`config.mk`:
```
export PLATFORM = sky130hd
export DESIGN_NAME = mac_stream_engine
export DESIGN_NICKNAME = d
export VERILOG_FILES = /design/src/rtl/mac_stream_engine.sv
export SDC_FILE = /design/constraint.sdc
export NUM_CORES = 2
export LEC_CHECK = 0
export CAP_MARGIN = 10
export CORE_ASPECT_RATIO = 0.6
export CORE_MARGIN = 1.5
export CORE_UTILIZATION = 48
export CTS_BUF_LIST = sky130_fd_sc_hd__clkbuf_8 sky130_fd_sc_hd__clkbuf_16
export DETAILED_ROUTE_END_ITERATION = 7
export SLEW_MARGIN = 25
export SYNTH_ARGS = -nofsm -noshare
export SYNTH_HDL_FRONTEND = slang
export SYNTH_SLANG_ARGS = --single-unit
```
`constraint.sdc`:
```
create_clock -name clk_i -period 8.8 [get_ports clk_i]
set_input_delay 1.32 -clock clk_i [delete_from_list [all_inputs] [get_ports clk_i]]
set_output_delay 1.32 -clock clk_i [all_outputs]
set_load 0.02 [all_outputs]
```
`src/rtl/mac_stream_engine.sv`:
```
// Single-lane signed multiply-accumulate engine: runtime vector length, valid/ready streaming,
// round-half-up realignment and saturation. done_o is a combinational pulse on the last handshake.
module mac_stream_engine #(
  parameter int unsigned DATA_W    = 20,
  parameter int unsigned OUT_W     = 24,
  parameter int unsigned LEN_W     = 11,
  parameter int unsigned OUT_SHIFT = 16
) (
  input  logic                     clk_i,
  input  logic                     rst_i,
  input  logic                     start_i,
  input  logic [1:0]               op_mode_i,
  input  logic [LEN_W-1:0]         vec_len_i,
  input  logic                     in_valid_i,
  output logic                     in_ready_o,
  input  logic signed [DATA_W-1:0] in1_i,
  input  logic signed [DATA_W-1:0] in2_i,
  output logic                     out_valid_o,
  input  logic                     out_ready_i,
  output logic signed [OUT_W-1:0]  out_o,
  output logic                     sat_o,
  output logic                     busy_o,
  output logic                     done_o
);

  localparam int unsigned PROD_W = 2 * DATA_W;
  localparam int unsigned ACC_W  = 2 * DATA_W + LEN_W;

  localparam logic signed [ACC_W-1:0] RndConst =
      (OUT_SHIFT == 0) ? '0 : (ACC_W'(1) << (OUT_SHIFT - 1));
  localparam logic signed [ACC_W-1:0] OutMax = {{(ACC_W-OUT_W+1){1'b0}}, {(OUT_W-1){1'b1}}};
  localparam logic signed [ACC_W-1:0] OutMin = {{(ACC_W-OUT_W+1){1'b1}}, {(OUT_W-1){1'b0}}};

  typedef enum logic [2:0] {StIdle, StRun, StDrain, StOut, StFlush} state_e;
  typedef enum logic [1:0] {ModeDot, ModeSq, ModeScale, ModeColsum} mode_e;

  state_e                   state_q, state_d;
  mode_e                    mode_q, mode_d;
  logic [LEN_W-1:0]         len_q, len_d;
  logic [LEN_W-1:0]         cnt_q, cnt_d;
  logic [LEN_W-1:0]         ocnt_q, ocnt_d;
  logic signed [PROD_W-1:0] p1_q, p1_d;
  logic                     p1_vld_q, p1_vld_d;
  logic signed [ACC_W-1:0]  acc_q, acc_d;
  logic                     acc_first_q, acc_first_d;
  logic signed [OUT_W-1:0]  out_q, out_d;
  logic                     out_valid_q, out_valid_d;
  logic                     sat_q, sat_d;

  logic                     is_scale, out_free, in_ready, in_fire, out_fire, last_out, p1_take;
  logic [LEN_W-1:0]         cnt_inc, ocnt_inc;
  logic signed [PROD_W-1:0] in1_ext, in2_ext, prod;
  logic signed [ACC_W-1:0]  p1_ext, src, biased, shifted;
  logic signed [OUT_W-1:0]  res;
  logic                     res_sat;

  assign is_scale = (mode_q == ModeScale);
  assign out_free = !out_valid_q || out_ready_i;
  assign cnt_inc  = cnt_q + LEN_W'(1);
  assign ocnt_inc = ocnt_q + LEN_W'(1);

  // Counter stops at len_q, so a full 2**LEN_W-1 job never wraps it.
  assign in_ready = (state_q == StRun) && (cnt_q != len_q) && (!is_scale || out_free);
  assign in_fire  = in_valid_i && in_ready;
  assign out_fire = out_valid_q && out_ready_i;
  assign last_out = (state_q == StOut) || (state_q == StFlush) ||
                    ((state_q == StRun) && is_scale && (ocnt_inc == len_q));
  // Accumulating modes drain stage 1 every cycle; SCALE only when the output slot frees.
  assign p1_take  = p1_vld_q && (!is_scale || out_free);

  assign in1_ext = {{DATA_W{in1_i[DATA_W-1]}}, in1_i};
  assign in2_ext = {{DATA_W{in2_i[DATA_W-1]}}, in2_i};
  assign p1_ext  = {{LEN_W{p1_q[PROD_W-1]}}, p1_q};

  always_comb begin
    prod = '0;
    unique case (mode_q)
      ModeSq:     prod = in1_ext * in1_ext;
      ModeColsum: prod = in1_ext;
      default:    prod = in1_ext * in2_ext;
    endcase
  end

  // Realign, round half up and clip the value headed for the output register.
  always_comb begin
    src     = is_scale ? p1_ext : acc_q;
    biased  = src + RndConst;
    shifted = (mode_q == ModeColsum) ? src : (biased >>> OUT_SHIFT);
    res     = shifted[OUT_W-1:0];
    res_sat = 1'b0;
    if (shifted > OutMax) begin
      res     = OutMax[OUT_W-1:0];
      res_sat = 1'b1;
    end else if (shifted < OutMin) begin
      res     = OutMin[OUT_W-1:0];
      res_sat = 1'b1;
    end
  end

  always_comb begin
    state_d     = state_q;
    mode_d      = mode_q;
    len_d       = len_q;
    cnt_d       = cnt_q;
    ocnt_d      = ocnt_q;
    p1_d        = p1_q;
    p1_vld_d    = p1_vld_q;
    acc_d       = acc_q;
    acc_first_d = acc_first_q;
    out_d       = out_q;
    out_valid_d = out_valid_q;
    sat_d       = sat_q;

    if (in_fire) begin
      p1_d     = prod;
      p1_vld_d = 1'b1;
      cnt_d    = cnt_inc;
    end else if (p1_take) begin
      p1_vld_d = 1'b0;
    end

    // First element loads the accumulator, so no clear cycle is needed between jobs.
    if (p1_vld_q && !is_scale) begin
      acc_d       = acc_first_q ? p1_ext : acc_q + p1_ext;
      acc_first_d = 1'b0;
    end

    case (state_q)
      StIdle: begin
        if (start_i) begin
          mode_d      = mode_e'(op_mode_i);
          len_d       = vec_len_i;
          cnt_d       = '0;
          ocnt_d      = '0;
          sat_d       = 1'b0;
          acc_first_d = 1'b1;
          if (vec_len_i == '0) begin
            out_d       = '0;
            out_valid_d = 1'b1;
            state_d     = StFlush;
          end else begin
            state_d = StRun;
          end
        end
      end
      StRun: begin
        if (is_scale) begin
          if (out_fire) begin
            ocnt_d = ocnt_inc;
            if (last_out) state_d = StIdle;
          end
          if (out_free) begin
            out_valid_d = p1_vld_q;
            if (p1_vld_q) begin
              out_d = res;
              sat_d = sat_q | res_sat;
            end
          end
        end else if (in_fire && (cnt_inc == len_q)) begin
          state_d = StDrain;
        end
      end
      StDrain: begin
        if (!p1_vld_q) begin
          out_d       = res;
          sat_d       = sat_q | res_sat;
          out_valid_d = 1'b1;
          state_d     = StOut;
        end
      end
      StOut, StFlush: begin
        if (out_ready_i) begin
          out_valid_d = 1'b0;
          state_d     = StIdle;
        end
      end
      default: state_d = StIdle;
    endcase
  end

  always_ff @(posedge clk_i) begin
    if (rst_i) begin
      state_q     <= StIdle;
      mode_q      <= ModeDot;
      len_q       <= '0;
      cnt_q       <= '0;
      ocnt_q      <= '0;
      p1_q        <= '0;
      p1_vld_q    <= 1'b0;
      acc_q       <= '0;
      acc_first_q <= 1'b0;
      out_q       <= '0;
      out_valid_q <= 1'b0;
      sat_q       <= 1'b0;
    end else begin
      state_q     <= state_d;
      mode_q      <= mode_d;
      len_q       <= len_d;
      cnt_q       <= cnt_d;
      ocnt_q      <= ocnt_d;
      p1_q        <= p1_d;
      p1_vld_q    <= p1_vld_d;
      acc_q       <= acc_d;
      acc_first_q <= acc_first_d;
      out_q       <= out_d;
      out_valid_q <= out_valid_d;
      sat_q       <= sat_d;
    end
  end

  assign in_ready_o  = in_ready;
  assign out_valid_o = out_valid_q;
  assign out_o       = out_q;
  assign sat_o       = sat_q;
  assign busy_o      = (state_q != StIdle);
  assign done_o      = out_fire && last_out;

endmodule

```
==> results.md <==
* Vias at 32.21k
* Worst r2r src: mode_q[1]$_SDFFE_PP0P_
* Reg clk slew, reported paths at 80 ps
* Clock Skews at 18.52 ps
* Hold crit path type: flop to flop
* CTS resizes at 0
* Smallest hold slack at 457.0 ps
* Root Driver: clkbuf_16
* Worst path slowest cell: fa_1
* Fraction of layout cells with a size suffix above 1 at 0.06468
* Synth Instances at 4742
* Clock sink count at 157
* Die extent in y at approximately 230 um
* Die W at between 300 and 400 um
* Global-route wire length before repair at 182900 um
* Port buffer count at 86
* Critical path buffer and inverter count at 9
* Drc violations at 0
* Maxcap violations at 0
* Most numerous cell in the Yosys netlist: inv_1
* Initial antenna violation count at 5
* R2R Path End: out_o[4]$_SDFFE_PP0P_
* Via/cell ratio at between 5 and 6
* End of the worst hold path: out_o[23]$_SDFFE_PP0P_
* Period utilization at 0.9560
* Worst setup EP type: flop
* Hold path depth at 2
* Hpwl dp at 93570 um
* Mean Syn Cell Area at 8.532 um2
* Antenna-violating nets left at 0
* Initial core utilization at 0.4845
* H-tree lvl count at 4
* Grt total ovfl at 0
* CORE AREA at 0.08352 mm2
* Finished Layout Cells at 5973
* Final #Nets at 5958
* Top FF cell, synth: dfxtp_1
* RSZ-0062 raised after global routing: false
* Synth area leaders: fa_1, inv_1, ha_1, dfxtp_1, nand2_1
* Vias in the first global route at 32.42k
* Fin crit period at approximately 8400 ps
* Least-Margin Pin Slew at 947.9 ps
* CTS tree: done
* DRT Pass-1 Iters at 7
* Yosys reg bits at roughly 160
* Worst Path Arrival at 8800 ps
* Total CTS buffers at 17
* Seq/Total Area, Yosys at 0.07768
* Finished Cell Area at 0.04422 mm2
* GP Congestion at 0.9087
* Netlist cell types at 86
* Post-Route WL at 111100 um
* Fraction of registers with async set/reset at 0
* Number of enable flip-flop cells after synthesis at 0
* Fmax at 0.1189 GHz
* Post-Syn Area at between 0.04 and 0.05 mm2
* Hold_buf cts at 0
* DP Area at 0.04361 mm2
* Worst slew margin at 0.3674
* Max Fanout on Critical Path at 18
* Site row count at 82
* Synthesized Nets at around 5.9k
* 1st-iter DRT viols at 2624
* Hold_sp: out_o[23]$_SDFFE_PP0P_
* I/O Pins at 87
* Outcome: completed
* Family with the most delay on the worst path: adder cells
* Layout Area Growth over Synthesis at 9.293%
* Fin util at 0.5295
* Syn. warnings at 0
* Worst path most repeated cell: fa_1
* Critical path class: primary input to flop
* Antenna diode count at 0
* Synth top area share at 0.3973
* Die area at approximately 0.086 mm2
* Worst skew pair latency at 460 ps
* Post-CTS setup buffers at 0
* Most frequent cells after synthesis: inv_1, fa_1, nand2_1
* Max Root-Sink Buffers at 2
* Reg2Reg Depth at 14
* R2r setup slk at approximately 3500 ps
* Area leader, netlist: fa_1
* CP max stage delay at 560 ps
* Endpoints failing setup at 0
* Gr usage total at 0.2693
* Area of the multi-input gates at between 0.03 and 0.04 mm2
* Sequential Area at 0.003147 mm2
* Layout filler cell count at about 7.9k
* Max Slew Vio Count at 0
* Worst endpoint required time at ~9200 ps
* Placed cell count at 5941
* Hold Violations, Final at 0
* Largest net degree at the start of global routing at 72
* Crit path launch type: primary input
* WL/cell at roughly 19 um
cell type report:
class	count	share of cell area
tap	1134	0.03209
clock buffer	17	0.009620
multi-input combinational	3399	0.7432
inverter	950	0.08064
clock inverter	15	0.003678
sequential	157	0.07116
timing repair buffer	301	0.05959
routing by layer:
metal,up-vias,wire length (um),global-route usage
met4,4,1075,0.03188
met5,-,26,0
met3,71,9664,0.05051
met2,1083,43680,0.3700
met1,16000,56630,0.4432
li1,15060,-,-
worst register-to-register path: stages (launching register included):
cell	delay [ps]
dfxtp_2	310
buf_4	550
and2b_4	730
mux2i_1	340
inv_1	120
ha_1	270
nor4b_4	510
and4_1	500
a41o_1	300
o211ai_2	140
a2111oi_2	400
nand4b_1	190
nand2_2	390
o211ai_1	190
a221oi_1	260
cell families (layout without fill, tap and decap cells):
kind of cell	count (synthesis)	in the layout	share of synthesized area
simple gates	1327	1327	0.1565
buf+inv	1186	1283	0.1109
fa+ha+maj	1074	1074	0.4811
flops	157	157	0.07768
compound gates	767	767	0.1227
mux	32	32	0.007978
xor+xnor	199	199	0.04308
how the worst max path moves through the flow:
stage          startpoint                     to  slack [ps]  depth (start not counted)
6_report         in1_i[6]  p1_q[35]$_SDFFE_PP0P_         390                         27
3_3_place_gp     in2_i[5]  p1_q[38]$_SDFFE_PP0P_         -90                         27
2_1_floorplan   in1_i[19]  p1_q[38]$_SDFFE_PP0P_         550                         26
4_1_cts          in2_i[2]  p1_q[38]$_SDFFE_PP0P_         350                         25
3_5_place_dp     in2_i[2]  p1_q[38]$_SDFFE_PP0P_        -120                         25
5_1_grt          in1_i[6]  p1_q[36]$_SDFFE_PP0P_           4                         28
placed cells by master, fill, tap and decap left out, drive strengths merged, types with 14 or more instances in the layout:
cell type | synthesis | layout
a211oi | 51 | 51
a21o | 68 | 68
a21oi | 198 | 198
a221oi | 29 | 29
a31oi | 27 | 27
and2 | 230 | 230
and3 | 25 | 25
buf | 19 | 233
clkbuf | 217 | 18
clkdlybuf4s50 | 0 | 67
dfxtp | 157 | 157
fa | 803 | 803
ha | 271 | 271
inv | 949 | 958
mux2i | 30 | 30
nand2 | 588 | 588
nand2b | 30 | 30
nand3 | 61 | 61
nand4 | 26 | 26
nor2 | 210 | 210
nor2b | 29 | 29
nor3 | 45 | 45
nor4 | 16 | 16
o211a | 16 | 16
o211ai | 43 | 43
o21a | 28 | 28
o21ai | 187 | 187
o21bai | 15 | 15
o22ai | 14 | 14
or3 | 15 | 15
xnor2 | 122 | 122
xor2 | 77 | 77
registers in the layout, summed over array words and instances (netlist names):
register	count
acc_first_q	1
p1_vld_q	1
len_q	11
acc_q	51
mode_q	2
out_o	24
state_q	3
ocnt_q	11
out_valid_o	1
cnt_q	11
p1_q	40
sat_o	1
stage by stage:
step	worst slack [ps]	TNS, ps
after floorplan	551.4	0
after global placement	-94.79	-343.3
final	387.4	0
after CTS	353.7	0
after global routing	3.612	0
after detailed placement	-123.6	-335.2
Power is left out: the tool's default activity adds up to more than one toggle a clock period on the data nets, which glitch-free logic cannot reach.
